File: src/rtl/proc_pkg.sv
// Shared processor constants: bus capture codes, increment mask bits
// and default datapath widths used by the register bank and control unit.
package proc_pkg;

    localparam int DW_DEF    = 16;
    localparam int RW_DEF    = 8;
    localparam int WSELW_DEF = 4;

    // Bus capture / read-enable target codes
    localparam int WSEL_NONE = 0;
    localparam int WSEL_R    = 1;
    localparam int WSEL_DR   = 2;
    localparam int WSEL_TR   = 3;
    localparam int WSEL_PC   = 4;
    localparam int WSEL_AC   = 5;
    localparam int WSEL_R1   = 6;
    localparam int WSEL_R2   = 7;
    localparam int WSEL_RI   = 8;
    localparam int WSEL_RJ   = 9;
    localparam int WSEL_RK   = 10;

    // Bit positions in the inc_en mask
    localparam int INC_PC = 0;
    localparam int INC_RI = 1;
    localparam int INC_RJ = 2;
    localparam int INC_RK = 3;
    localparam int INC_AC = 4;
    localparam int INCW   = 5;

endpackage

File: src/rtl/bus_reg.sv
// One bank register: bus load, clear and +1 with fixed priority
// stall > ld > clr > inc > hold. Exposes its next value as d.
module bus_reg #(
    parameter int W = 8
) (
    input  logic         clk,
    input  logic         rst_n,
    input  logic         stall,
    input  logic         ld,
    input  logic [W-1:0] ld_val,
    input  logic         inc,
    input  logic         clr,
    output logic [W-1:0] q,
    output logic [W-1:0] d
);

    always_comb begin
        d = q;
        if (stall)    d = q;
        else if (ld)  d = ld_val;
        else if (clr) d = '0;
        else if (inc) d = q + W'(1);
    end

    always_ff @(posedge clk or negedge rst_n) begin
        if (!rst_n) q <= '0;
        else        q <= d;
    end

endmodule

File: src/rtl/reg_bank.sv
// Processor register bank: captures busout into the register picked by
// write_sel, and applies the controller's increment/clear/ALU-load ops.
module reg_bank
    import proc_pkg::*;
#(
    parameter int DW    = DW_DEF,
    parameter int RW    = RW_DEF,
    parameter int WSELW = WSELW_DEF
) (
    input  logic             clk,
    input  logic             rst_n,
    input  logic             stall,
    input  logic [WSELW-1:0] write_sel,
    input  logic [DW-1:0]    busout,
    input  logic [INCW-1:0]  inc_en,
    input  logic             ac_clr,
    input  logic             ac_ld,
    input  logic [DW-1:0]    alu_out,
    output logic [RW-1:0]    r,
    output logic [RW-1:0]    dr,
    output logic [RW-1:0]    pc,
    output logic [RW-1:0]    r1,
    output logic [RW-1:0]    r2,
    output logic [RW-1:0]    ri,
    output logic [RW-1:0]    rj,
    output logic [RW-1:0]    rk,
    output logic [DW-1:0]    tr,
    output logic [DW-1:0]    ac,
    output logic             z_flag
);

    logic wr_r, wr_dr, wr_tr, wr_pc, wr_ac;
    logic wr_r1, wr_r2, wr_ri, wr_rj, wr_rk;

    // Codes 11..15 and 0 match nothing and are silently ignored
    always_comb begin
        wr_r  = (write_sel == WSELW'(WSEL_R));
        wr_dr = (write_sel == WSELW'(WSEL_DR));
        wr_tr = (write_sel == WSELW'(WSEL_TR));
        wr_pc = (write_sel == WSELW'(WSEL_PC));
        wr_ac = (write_sel == WSELW'(WSEL_AC));
        wr_r1 = (write_sel == WSELW'(WSEL_R1));
        wr_r2 = (write_sel == WSELW'(WSEL_R2));
        wr_ri = (write_sel == WSELW'(WSEL_RI));
        wr_rj = (write_sel == WSELW'(WSEL_RJ));
        wr_rk = (write_sel == WSELW'(WSEL_RK));
    end

    logic [RW-1:0] bus_lo;
    logic [DW-1:0] ac_src;
    logic          ac_load;

    assign bus_lo  = busout[RW-1:0];
    // A bus write to AC outranks the ALU load
    assign ac_load = wr_ac | ac_ld;
    assign ac_src  = wr_ac ? busout : alu_out;

    logic [RW-1:0] r_d, dr_d, pc_d, r1_d, r2_d;
    logic [RW-1:0] ri_d, rj_d, rk_d;
    logic [DW-1:0] tr_d, ac_d;

    bus_reg #(.W(RW)) u_r (
        .clk(clk), .rst_n(rst_n), .stall(stall),
        .ld(wr_r), .ld_val(bus_lo), .inc(1'b0), .clr(1'b0),
        .q(r), .d(r_d)
    );

    bus_reg #(.W(RW)) u_dr (
        .clk(clk), .rst_n(rst_n), .stall(stall),
        .ld(wr_dr), .ld_val(bus_lo), .inc(1'b0), .clr(1'b0),
        .q(dr), .d(dr_d)
    );

    bus_reg #(.W(DW)) u_tr (
        .clk(clk), .rst_n(rst_n), .stall(stall),
        .ld(wr_tr), .ld_val(busout), .inc(1'b0), .clr(1'b0),
        .q(tr), .d(tr_d)
    );

    bus_reg #(.W(RW)) u_pc (
        .clk(clk), .rst_n(rst_n), .stall(stall),
        .ld(wr_pc), .ld_val(bus_lo), .inc(inc_en[INC_PC]), .clr(1'b0),
        .q(pc), .d(pc_d)
    );

    bus_reg #(.W(DW)) u_ac (
        .clk(clk), .rst_n(rst_n), .stall(stall),
        .ld(ac_load), .ld_val(ac_src), .inc(inc_en[INC_AC]), .clr(ac_clr),
        .q(ac), .d(ac_d)
    );

    bus_reg #(.W(RW)) u_r1 (
        .clk(clk), .rst_n(rst_n), .stall(stall),
        .ld(wr_r1), .ld_val(bus_lo), .inc(1'b0), .clr(1'b0),
        .q(r1), .d(r1_d)
    );

    bus_reg #(.W(RW)) u_r2 (
        .clk(clk), .rst_n(rst_n), .stall(stall),
        .ld(wr_r2), .ld_val(bus_lo), .inc(1'b0), .clr(1'b0),
        .q(r2), .d(r2_d)
    );

    bus_reg #(.W(RW)) u_ri (
        .clk(clk), .rst_n(rst_n), .stall(stall),
        .ld(wr_ri), .ld_val(bus_lo), .inc(inc_en[INC_RI]), .clr(1'b0),
        .q(ri), .d(ri_d)
    );

    bus_reg #(.W(RW)) u_rj (
        .clk(clk), .rst_n(rst_n), .stall(stall),
        .ld(wr_rj), .ld_val(bus_lo), .inc(inc_en[INC_RJ]), .clr(1'b0),
        .q(rj), .d(rj_d)
    );

    bus_reg #(.W(RW)) u_rk (
        .clk(clk), .rst_n(rst_n), .stall(stall),
        .ld(wr_rk), .ld_val(bus_lo), .inc(inc_en[INC_RK]), .clr(1'b0),
        .q(rk), .d(rk_d)
    );

    // Only AC's next value feeds z_flag; the rest are spare taps
    logic unused_d;
    assign unused_d = ^{r_d, dr_d, tr_d, pc_d, r1_d, r2_d,
                        ri_d, rj_d, rk_d};

    always_ff @(posedge clk or negedge rst_n) begin
        if (!rst_n)      z_flag <= 1'b1;
        else if (!stall) z_flag <= (ac_d == '0);
    end

endmodule

File: config.mk
export PLATFORM = sky130hd
export DESIGN_NAME = reg_bank
export DESIGN_NICKNAME = d
export VERILOG_FILES = /design/src/rtl/proc_pkg.sv /design/src/rtl/bus_reg.sv /design/src/rtl/reg_bank.sv
export SDC_FILE = /design/constraint.sdc
export NUM_CORES = 1
export LEC_CHECK = 0
export ABC_AREA = 1
export CAP_MARGIN = 25
export CORE_ASPECT_RATIO = 1.5
export CORE_MARGIN = 3
export CORE_UTILIZATION = 25
export CTS_CLUSTER_DIAMETER = 40
export DETAILED_ROUTE_END_ITERATION = 10
export GPL_TIMING_DRIVEN = 0
export SETUP_SLACK_MARGIN = 0.1
export SLEW_MARGIN = 20
export SYNTH_ARGS = -nofsm -noshare
export SYNTH_HDL_FRONTEND = slang
export SYNTH_SLANG_ARGS = --single-unit
File: constraint.sdc
create_clock -name clk -period 1.8 [get_ports clk]
set_input_delay 0.36 -clock clk [delete_from_list [all_inputs] [get_ports clk]]
set_output_delay 0.36 -clock clk [all_outputs]
set_load 0.005 [all_outputs]
-- Yosys cells after proc, flatten, opt, wreduce, memory -nomap -nowiden
Index checks and enable logic that the tools add are counted.
- equality and inequality tests: 10
- shift operators: 0
- multiplexer cells: 13
- reduce and logical (&&, ||, !) cells: 14
- multipliers: 0
- magnitude comparators: 0
- bitwise gates (word level): 2
- div/mod/pow operators: 0
- add/subtract/negate cells: 5
- operator list (kind ; count):
    $mux W16 ; 5
    $mux W8 ; 8
    $add A8 B1 Y8 const B ; 4
    $reduce_and A2 Y1 ; 9
    $add A16 B1 Y16 const B ; 1
    $eq A4 B3 Y1 const B ; 4
    $logic_not A16 Y1 ; 1
    $eq A4 B4 Y1 const B ; 3
    $eq A4 B2 Y1 const B ; 2
    $reduce_bool A2 Y1 ; 4
    $eq A4 B1 Y1 const B ; 1
    $not A1 Y1 ; 1
    $or A1 B1 Y1 ; 1
- memory bits (read-only): 0
- logic and storage cells: 55
- memory bits (writable): 0
- register bits after elaboration: 97
- latch bits: 0
- output and inout port bits: 97
- memories: 0

-- Depth between registers and ports, before layout
Gate-level depths: netlist (run 1).
- depth after elaboration: 6
- depth in mapped cells: 15

-- By module
A second synthesis (run 1) with hierarchy kept.
- cells, all modules: 1045
- area total of the unflattened synthesis: 7224.4 µm²
- by module, submodules not included (module ; cells an instance ; area each (µm²) ; instances):
    bus_reg (u_dr ...) ; 77 ; 554.3 ; 8
    bus_reg (u_ac ...) ; 169 ; 1146.1 ; 2
    reg_bank ; 91 ; 498.0 ; 1

-- Worst setup path before layout (run 1)
Ideal clock, no wire load.
- path kind: register to register
- start: register u_ac.q[0]
- end: register z_flag
- stages on the path, launching flop included: 14
- data required time: 1739 ps
- slack: 220 ps
- arrival: 1519 ps
- path through: dfrtp_1 ha_1 nand2_1 nor2_2 nand3_2 o21ai_0 inv_1 nand2_1 nand2_1 o21ai_0 nand2_1 nor2_1 nand2_1 nand2_1
- cells in the longest elaborated chain, start to end: 6
- RTL lines (element ; RTL line ; RTL):
    start: declaration ; bus_reg.sv:13 ; output logic [W-1:0] q,
    start signal: assignment ; bus_reg.sv:26 ; if (!rst_n) q <= '0;
    start signal: assignment ; bus_reg.sv:27 ; else q <= d;
    $add A16 B1 Y16 ; bus_reg.sv:22 ; else if (inc) d = q + W'(1);
    $mux W16 ; bus_reg.sv:22 ;
    $mux W16 ; bus_reg.sv:21 ; else if (clr) d = '0;
    $mux W16 ; bus_reg.sv:20 ; else if (ld) d = ld_val;
    $mux W16 (*) ; bus_reg.sv:19 ; if (stall) d = q;
    $logic_not A16 Y1 (*) ; reg_bank.sv:129 ; else if (!stall) z_flag <= (ac_d == '0);
    end signal: assignment ; reg_bank.sv:129 ;
    end: declaration ; reg_bank.sv:29 ; output logic z_flag
Every way passes the cells marked *; elsewhere a longest branch is shown, timed or not.
A chain may end at the register's enable or synchronous reset.

-- Final worst setup path (run 1)
- start: input port busout[7]
- end: register z_flag
- cells in the longest elaborated chain, start to end: 4
- RTL lines (element ; RTL line ; RTL):
    start: declaration ; reg_bank.sv:14 ; input logic [DW-1:0] busout,
    $mux W16 ; reg_bank.sv:56 ; assign ac_src = wr_ac ? busout : alu_out;
    $mux W16 ; bus_reg.sv:20 ;
    $mux W16 ; bus_reg.sv:19 ;
    $logic_not A16 Y1 ; reg_bank.sv:129 ;
No other way between the ends.

==> results.md, run 1 <==
* RD Place Congestion at 0.856
* Most frequent cells in the layout: 183 x nand2_1, 125 x clkdlybuf4s50_1, 100 x o21ai_0
* Placed instance area at 0.00702 mm^2
* Post-synthesis sequential area ratio at a little under half
* Root Buffer: clkbuf_16
* RSZ-0062 raised after global routing: true
* # H-tree levels at 3
* Area of the multi-input gates at 0.00240 mm^2
* Detail Route Antenna Nets at 0
* Peak Freq at about 570 MHz
* Drc violations at 0
* Fin. max-slew vios at 0
* DRT Pass-1 Iters at 5
* Layout area overhead at 47.6%
* Total vias in the final route at roughly 5,400
* Vias in the first global route at between 5,000 and 6,000
* Clock skew at about 7.4 ps
* Core Box Area at slightly above 0.02 mm^2
* Worst setup EP type: flop
* Most common library cell in the layout ignoring fill and taps: nand2_1
* Synth Warn # at 0
* Critical Path Start: busout[7]
* Cell area after layout at just under 0.008 mm^2
* Critical Path AT at 2060 ps
* Final Hold Vio Count at 0
* Routed len/inst at approximately 16 um
* Max Cap Viol at 0
* Post-detail-place hpwl at around 14,000 um
* Vias per Instance at around 4.6
* Static Leak at 3.74 nW
* Synth cell types at 37
* Maximum clock insertion buffer count at 2
* Die height at around 180 um
* Pwr Density at between 1000 and 1500 mW/mm^2
* Slowest stage cell, crit path: clkdlybuf4s50_1
* Worst path cell trace: clkdlybuf4s50_1 -> clkinvlp_4 -> o21ai_0 -> nor2_1 -> nand2_1 -> nand2_1 -> nand2_1 -> nor2_1 -> nand2_1 -> nor2_1 -> nand2_1 -> nand2_1
* Tightest Pin Transition at between 400 and 500 ps
* Final worst path period need at approximately 1800 ps
* Total Wirelength at 18,600 um
* Req. time, crit path at 2090 ps
* CP Class: input port to flop
* Max VDD drop at ~0.00054 V
* TritonCTS buffer count at 9
* Final setup violation count at 0
* TritonCTS Sinks at 97
* DIE AREA at 0.0229 mm^2
* Initial antenna violation count at 1
* Fin util at 37.9%
* Nets at between 900 and 1,000
* Post-synth EDFFs at 0
* Met1 usage in global routing at a little under a fifth
* CP max stage delay at between 600 and 700 ps
* Io pins at ~140
* Sequential cell area at about 0.0024 mm^2
* Drt first-iter violations at just under 300
* GR peak layer: met2
* Port bufs at 140
* Fin crit share at slightly below 100%
* Dpl ws at -699 ps
* Top FF cell, synth: dfrtp_1
* Final Total Pwr at between 8 and 9 mW
* Row cnt at 64
* Clk pin slew, worst setup/hold paths at ~80 ps
* GR Util met2 at 28.8%
* Post-Synthesis Cells at a little over 700
* Pin count of the biggest net entering global routing at 73
* Asr flop ratio synth at between 90% and 100%
* Met3 Use GR at 3.43%
* Most common cell on crit path: nand2_1
* Worst Reg-to-Reg Cells at 14
* Fillers at 2,183
* Cell Area, Synth at between 0.005 and 0.006 mm^2
* Total grt overflow at 0
* CP Launch Type: input port
* Status: complete, no violations
* Post-synth net total at between 700 and 800
* CTS tree: yes
* Seq cells post-synth at 97
* Syn avg cell area at roughly 7.4 um^2
* Overall Global Routing Usage at 15.9%
* Starting Density at between 20% and 30%
* Hold Path Class: input port to async pin
* Max transition margin at between 60% and 70%
* Global-route wire length before repair at 28,300 um
* Final WS setup at ~32 ps
* Layout cells sized above 1 at 14.2%
* Die W at roughly 120 um
* Worst-path maximum fanout at 7
* Worst skew pair latency at about 360 ps
* RR Startpoint: u_ac.q[0]
## cells by family after synthesis
logic type      after synthesis  synth area share (%)
compound gates              163                  16.9
xor+xnor                      7                  1.17
fa+ha+maj                     5                  1.19
buf+inv                     129                  10.1
flops                        97                  46.2
mux                           1                 0.214
simple gates                309                  24.2
## metrics by stage
stage               instances  TNS, ps  hold WS (ps)
global placement         1115  -386190           458
floorplan                 711        0          64.4
finish                   1166        0           423
CTS                      1145        0           422
detailed placement       1116   -40120           244
global route             1166     -112           430
## sequential cells by signal, summed over array words and instances, names as in the netlist
| signal | count |
|---|---|
| z_flag | 1 |
| u_ri.q | 8 |
| u_ac.q | 16 |
| u_pc.q | 8 |
| u_dr.q | 8 |
| u_r2.q | 8 |
| u_rk.q | 8 |
| u_r.q | 8 |
| u_tr.q | 16 |
| u_rj.q | 8 |
| u_r1.q | 8 |
## final cells by class
| type | count | area share (%) |
|---|---|---|
| clock inverter | 7 | 1.08 |
| clock buffer | 9 | 2.90 |
| antenna | 1 | 0.0322 |
| multi-input combinational | 485 | 31.0 |
| tap | 264 | 4.26 |
| inverter | 104 | 5.27 |
| timing repair buffer | 174 | 22.0 |
| buffer | 25 | 2.05 |
| sequential | 97 | 31.5 |
## critical path: cells and delay by family
kind / cells / cell delay [ps]
and+or+nand+nor: 9 / 510
AOI/OAI and AO/OA: 1 / 220
buffers and inverters: 2 / 960
## synth_stat cells (6+ instances only)
library cell  count  area share, %
a21oi_1          32            3.0
xor2_1            6            1.0
buf_2             8           0.76
nor2_1           59            4.2
nand3_1          40            3.8
inv_1           101            7.2
clkbuf_1         11           0.78
o21ai_0         101            9.6
o211ai_1          6           0.86
nand2_1         190             14
dfrtp_1          96             46
## metal layers
layer  share of wire, %  vias to the layer above
met5                  0                        -
met4                1.7                        0
met3                4.8                       27
met2                 54                      170
met1                 40                     2541
li1                   -                     2653
## worst paths after layout
check                             to  slack, ps
max                           z_flag         30
min                        u_dr.q[6]        420
max reg2reg                   z_flag         70
min reg2reg                   z_flag        480
max in group asynchronous  u_ac.q[2]        680
min in group clk              z_flag        480
## power by group
| part | internal [mW] | switching [mW] | leakage [nW] |
|---|---|---|---|
| combinational | 1.68 | 1.28 | 2.42 |
| sequential | 2.75 | 0.467 | 1.18 |
| clock | 0.993 | 1.01 | 0.149 |
## repair_timing
action / in CTS / in global routing
setup endpoints to repair: 93 / 90
hold buffers: 1 / 0
hold endpoints to repair: 25 / 0
cloned: 0 / 0
setup buffers: 12 / 20
gates resized for setup: 32 / 43
pin swaps: 5 / 3
Note: power is estimated with default switching activity, not from simulation.
==> inputs of run 2 (changes only) <==
--- a/config.mk
+++ b/config.mk
@@ -13,6 +13,7 @@
 export CTS_CLUSTER_DIAMETER = 40
 export DETAILED_ROUTE_END_ITERATION = 10
 export GPL_TIMING_DRIVEN = 0
+export REMOVE_ABC_BUFFERS = 1
 export SETUP_SLACK_MARGIN = 0.1
 export SLEW_MARGIN = 20
 export SYNTH_ARGS = -nofsm -noshare
==> results.md, run 2 (same netlist as run 1, synthesis figures left out) <==
* RR Startpoint: u_ac.q[12]
* Worst-path maximum fanout at 14 (+7)
* Vias in the first global route at 5,111 (+0.098%)
* Number of diodes at 0 (-1)
* Final TNS setup at 0 ps (unchanged)
* Req. time, crit path at 2090 ps (about the same)
* Total grt overflow at 0 (unchanged)
* Clock skew at 3.55 ps (-3.82 ps)
* Final Total Pwr at 8.01 mW (-2.2%)
* Core Box Area at 0.0205 mm^2 (unchanged)
* Clk pin slew, worst setup/hold paths at 70 ps (about the same)
* TritonCTS Sinks at 97 (unchanged)
* DIE AREA at 0.0229 mm^2 (unchanged)
* Initial antenna violation count at 0 (-1)
* Maximum clock insertion buffer count at 2 (unchanged)
* Static Leak at 3.60 nW (-3.8%)
* Final setup violation count at 0 (unchanged)
* Drt first-iter violations at 260 (-12%)
* Hold Path Class: flop to flop
* Layout cells sized above 1 at 12.7% (-1.5 points)
* CP Class: input port to flop
* TritonCTS buffer count at 9 (unchanged)
* Post-detail-place hpwl at 12,700 um (-6.7%)
* Critical Path Start: write_sel[0]
* Detail Route Antenna Nets at 0 (unchanged)
* Fin. max-slew vios at 0 (unchanged)
* Total Wirelength at 17,800 um (-4.3%)
* Switching Fraction at 33.4% (-0.35 points)
* Reg2Reg Setup Slack at 120 ps (+50 ps)
* Status: complete, no violations
* Fin util at 37.4% (-0.49 points)
* Die height at 184 um (unchanged)
* Port bufs at 142 (+1.4%)
* Io pins at 143 (unchanged)
* Max VDD drop at 0.000626 V (+16%)
* RD Place Congestion at 0.837 (-2.2%)
* Total vias in the final route at 5,130 (-4.8%)
* Nets at 913 (-3.6%)
* Pin count of the biggest net entering global routing at 52 (-29%)
* Hold depth at 2
* Switching pwr at 2.68 mW (-3.2%)
* Final worst path period need at 1710 ps (-54.9 ps)
* Peak Freq at 584 MHz (+3.2%)
* DRT Pass-1 Iters at 5 (unchanged)
* Worst Reg-to-Reg Cells at 12 (-2)
* Internal power at 5.33 mW (-1.7%)
* Most common library cell in the layout ignoring fill and taps: nand2_1
* Clk pwr share at 24.4% (about the same)
* Layout area overhead at 45.6%
* Pwr Density at 1050 mW/mm^2 (-0.94%)
* Root Buffer: clkbuf_16
* Max Cap Viol at 0 (unchanged)
* Seq pwr share at 40.6% (+1.4 points)
* Worst setup EP type: flop
* Worst skew pair latency at 340 ps (-20 ps)
* Final Hold Vio Count at 0 (unchanged)
* Overall Global Routing Usage at 15.5% (-0.31 points)
* # H-tree levels at 3 (unchanged)
* CTS tree: yes
* Die W at 124 um (unchanged)
* Routed len/inst at 15.7 um (-1.3%)
* Most frequent cells in the layout: 181 x nand2_1, 125 x clkdlybuf4s50_1, 99 x o21ai_0
* Vias per Instance at 4.54 (-1.9%)
* Global-route wire length before repair at 28,000 um (-0.93%)
* Cell area after layout at 0.00766 mm^2 (-1.3%)
* Tightest Pin Transition at 527 ps (+35.1 ps)
* RSZ-0062 raised after global routing: true
* Worst R2R End: z_flag
* Hold path endpoint: z_flag
* Combinational Power Share at 35.0% (-1.2 points)
* Fin crit share at 95.2% (-3.0 points)
* Hold path start: z_flag
* Regs by FF count: u_ac.q x16, u_tr.q x16
* CP Launch Type: input port
* Max transition margin at 64.7% (-2.3 points)
* Starting Density at 25.7% (unchanged)
* Row cnt at 64 (unchanged)
* Critical Path AT at 2010 ps (-50 ps)
* Hold Slack at 465 ps (+41.7 ps)
* Drc violations at 0 (unchanged)
* Placed instance area at 0.00691 mm^2 (-1.6%)
-- run 2: cell types whose count changed in the layout (fill, tap and decap cells not counted), sizes merged --
| cell | change |
|---|---|
| clkdlybuf4s18 | +1 |
| buf | -25 |
| nand2 | +1 |
| clkbuf | -10 |
| clkdlybuf4s15 | +2 |
| clkinv | -1 |
| diode | -1 |
| clkinvlp | +1 |
| dlymetal6s2s | -2 |
| inv | -1 |
-- run 2: power by group through the flow --
stage	clock network (mW)	registers, mW	logic, mW
after CTS	2.04	3.25	2.74
after floorplan	0	3.24	0.992
after detailed placement	0	3.28	2.64
after global routing	2.13	3.34	3.12
after global placement	0	3.28	2.60
final	1.95	3.25	2.80
-- run 2: what timing repair did --
action | in CTS | in global routing
hold buffers | 1 | 0
setup buffers | 11 | 9
resized for setup | 68 | 34
pin swaps | 12 | 5
endpoints found under the setup margin | 108 | 48
hold endpoints to repair | 49 | 0
cloned | 1 | 0
-- run 2: final cells by class --
type                            count  area [um^2]
Clock buffer                       10          239
Clock inverter                      6         62.6
Fill cell                        2174        12800
Inverter                          104          423
Multi-Input combinational cell    486         2520
Sequential cell                    97         2440
Tap cell                          264          330
Timing Repair Buffer              164         1640
-- run 2: worst max path at each step --
stage	end	depth (start not counted)
after global routing	z_flag	13
final	z_flag	15
after CTS	ac[1]	2
after global placement	u_ac.q[0]	1
after detailed placement	u_tr.q[8]	4
after floorplan	u_tr.q[8]	3
-- run 2: critical path, stage by stage --
cell	delay, ps
dlygate4sd2_1	300
inv_1	100
nor2_4	180
nand2_8	120
nand3_2	120
inv_4	90
nand2_1	70
nand2_1	60
nand2_1	90
nand2_2	90
nor2_4	120
nand3_2	80
nor2_2	120
nand2_1	50
nand2_1	50
-- run 2: through the flow --
step,cells,worst slack [ps]
2_1_floorplan,686,-182
3_3_place_gp,1092,-3730
3_5_place_dp,1093,-1370
4_1_cts,1122,69.0
5_1_grt,1131,-56.5
6_report,1131,87.2
-- run 2: metal layers --
layer | GRT usage (%) | wire length, um | up-vias
met5 | 0 | 0 | -
met4 | 5.00 | 394 | 0
met3 | 3.31 | 685 | 17
met2 | 29.0 | 9420 | 113
met1 | 17.6 | 7310 | 2407
li1 | - | - | 2593
==> inputs of run 3 (changes only) <==
--- a/config.mk
+++ b/config.mk
@@ -13,8 +13,10 @@
 export CTS_CLUSTER_DIAMETER = 40
 export DETAILED_ROUTE_END_ITERATION = 10
 export GPL_TIMING_DRIVEN = 0
+export RECOVER_POWER = 100
 export REMOVE_ABC_BUFFERS = 1
 export SETUP_SLACK_MARGIN = 0.1
+export SKIP_LAST_GASP = 1
 export SLEW_MARGIN = 20
 export SYNTH_ARGS = -nofsm -noshare
 export SYNTH_HDL_FRONTEND = slang
==> results.md, run 3 (same netlist as run 1, synthesis figures left out) <==
* Global-route wire length before repair at 28,000 um (unchanged)
* Final Hold Vio Count at 0 (unchanged)
* Total Wirelength at 17,800 um (about the same)
* Row cnt at 64 (unchanged)
* Overall Global Routing Usage at 15.5% (unchanged)
* Layout cells sized above 1 at 12.7% (unchanged)
* TritonCTS buffer count at 9 (unchanged)
* Vias in the first global route at 5,111 (unchanged)
* Final Total Pwr at 8.00 mW (-0.11%)
* Worst-path maximum fanout at 14 (unchanged)
* Detail Route Antenna Nets at 0 (unchanged)
* Core Box Area at 0.0205 mm^2 (unchanged)
* Area of the multi-input gates at 0.00252 mm^2 (unchanged)
* Port bufs at 142 (unchanged)
* Max VDD drop at 0.000625 V (-0.32%)
* Fin crit share at 95.2% (about the same)
* Regs by FF count: u_ac.q x16, u_tr.q x16
* Most frequent cells in the layout: 181 x nand2_1, 125 x clkdlybuf4s50_1, 99 x o21ai_0
* Routed len/inst at 15.8 um (about the same)
* Max transition margin at 51.2% (-14 points)
* Die height at 184 um (unchanged)
* Root Buffer: clkbuf_16
* Slowest stage cell, crit path: dlygate4sd2_1
* Most common library cell in the layout ignoring fill and taps: nand2_1
* TritonCTS Sinks at 97 (unchanged)
* Drt first-iter violations at 271 (+4.2%)
* Starting Density at 25.7% (unchanged)
* Final worst path period need at 1710 ps (+0.152 ps)
* Peak Freq at 584 MHz (about the same)
* Pwr Density at 1050 mW/mm^2 (+0.29%)
* Critical Path AT at 2010 ps (about the same)
* DRT Pass-1 Iters at 5 (unchanged)
* Buf/Inv on CP at 3 (unchanged)
* Req. time, crit path at 2090 ps (about the same)
* Static Leak at 3.55 nW (-1.4%)
* Clock skew at 3.52 ps (-0.0315 ps)
* Cell family with most CP delay: simple AND/OR/NAND/NOR gates
* Total vias in the final route at 5,135 (+0.097%)
* Vias per Instance at 4.54 (about the same)
* Final setup violation count at 0 (unchanged)
* Status: complete, no violations
* Worst skew pair latency at 340 ps (about the same)
* Die W at 124 um (unchanged)
* Sequential cell area at 0.00244 mm^2 (unchanged)
* Number of diodes at 0 (unchanged)
* Post-detail-place hpwl at 12,700 um (unchanged)
* CTS tree: yes
* CP max stage delay at 300 ps (about the same)
* Clk pin slew, worst setup/hold paths at 70 ps (about the same)
* Worst setup EP type: flop
* Fillers at 2,178 (+0.18%)
* Drc violations at 0 (unchanged)
* CP Class: input port to flop
* RD Place Congestion at 0.837 (unchanged)
* # H-tree levels at 3 (unchanged)
* Worst path cell trace: dlygate4sd2_1 -> inv_1 -> nor2_4 -> nand2_8 -> nand3_2 -> inv_4 -> nand2_1 -> nand2_1 -> nand2_1 -> nand2_2 -> nor2_4 -> nand3_2 -> nor2_2 -> nand2_1 -> nand2_1
* Pin count of the biggest net entering global routing at 52 (unchanged)
* Total grt overflow at 0 (unchanged)
* Most common cell on crit path: nand2_1
* Hold Path Class: flop to flop
* Fin. max-slew vios at 0 (unchanged)
* CP Launch Type: input port
* Layout area overhead at 45.1%
* Nets at 913 (unchanged)
* Max Cap Viol at 0 (unchanged)
* Io pins at 143 (unchanged)
* DIE AREA at 0.0229 mm^2 (unchanged)
* Maximum clock insertion buffer count at 2 (unchanged)
* RSZ-0062 raised after global routing: true
* Initial antenna violation count at 0 (unchanged)
* Post-Layout Cell Count at 1,131 (unchanged)
* Placed cells at 1,093 (unchanged)
* Tightest Pin Transition at 732 ps (+205 ps)
-- run 3: metal layers --
metal / wire [um] / track usage, % / vias to the layer above / share of wire [%]
met3: 675 / 3.31 / 17 / 3.8
met5: 0 / 0 / - / 0
li1: - / - / 2593 / -
met1: 7300 / 17.6 / 2416 / 41
met2: 9450 / 29.0 / 109 / 53
met4: 394 / 5.00 / 0 / 2.2
-- run 3: final timing paths --
check,cells past startpoint,from,end,slack (ps)
hold / removal,2,z_flag,z_flag,460
max in group asynchronous,3,rst_n,u_ac.q[0],240
min in group asynchronous,2,rst_n,u_dr.q[0],620
setup reg to reg,12,u_ac.q[12],z_flag,110
setup / recovery,15,write_sel[0],z_flag,90
hold reg to reg,2,z_flag,z_flag,460
-- run 3: cell type report --
type,count,share of cell area (%)
Sequential cell,97,32.0
Clock inverter,6,0.820
Timing Repair Buffer,164,21.1
Clock buffer,10,3.13
Tap cell,264,4.33
Inverter,104,5.54
Multi-Input combinational cell,486,33.0
-- run 3: per-stage QoR --
| step | setup slack [ps] | util [%] | setup TNS, ps | cell area, um^2 | hold WS [ps] |
|---|---|---|---|---|---|
| after CTS | 69.0 | 36.5 | 0 | 7480 | 469 |
| after floorplan | -182 | - | -537 | 5120 | 64.4 |
| final | 87.0 | 37.2 | 0 | 7630 | 465 |
| after global placement | -3730 | 33.5 | -488860 | 6870 | 459 |
| after global routing | -56.5 | 37.2 | -88.6 | 7630 | 482 |
| after detailed placement | -1370 | 33.7 | -83040 | 6910 | 352 |
-- run 3: timing repair --
action | CTS | global route
gates cloned | 1 | 0
buffers inserted | 11 | 9
hold buffers | 1 | 0
resized for setup | 68 | 34
hold endpoints to repair | 49 | 0
pin swaps | 12 | 5
endpoints found under the setup margin | 108 | 48
-- run 3: worst reg2reg max path, cell delays in order (launching register included) --
cell	delay (ps)
dfrtp_1	410
nand2_1	120
nor2_1	120
inv_1	60
nor2_1	190
nand4_1	140
nand3_1	130
nand2_1	50
o21ai_0	90
nand2_1	120
nor2_2	100
nand2_1	50
nand2_1	50
-- run 3: where the power goes --
| part | internal (mW) | total (mW) | switching, mW |
|---|---|---|---|
| Sequential | 2.75 | 3.25 | 0.505 |
| Clock | 1.01 | 1.95 | 0.942 |
| Combinational | 1.57 | 2.79 | 1.23 |
| Total | 5.32 | 8.00 | 2.67 |
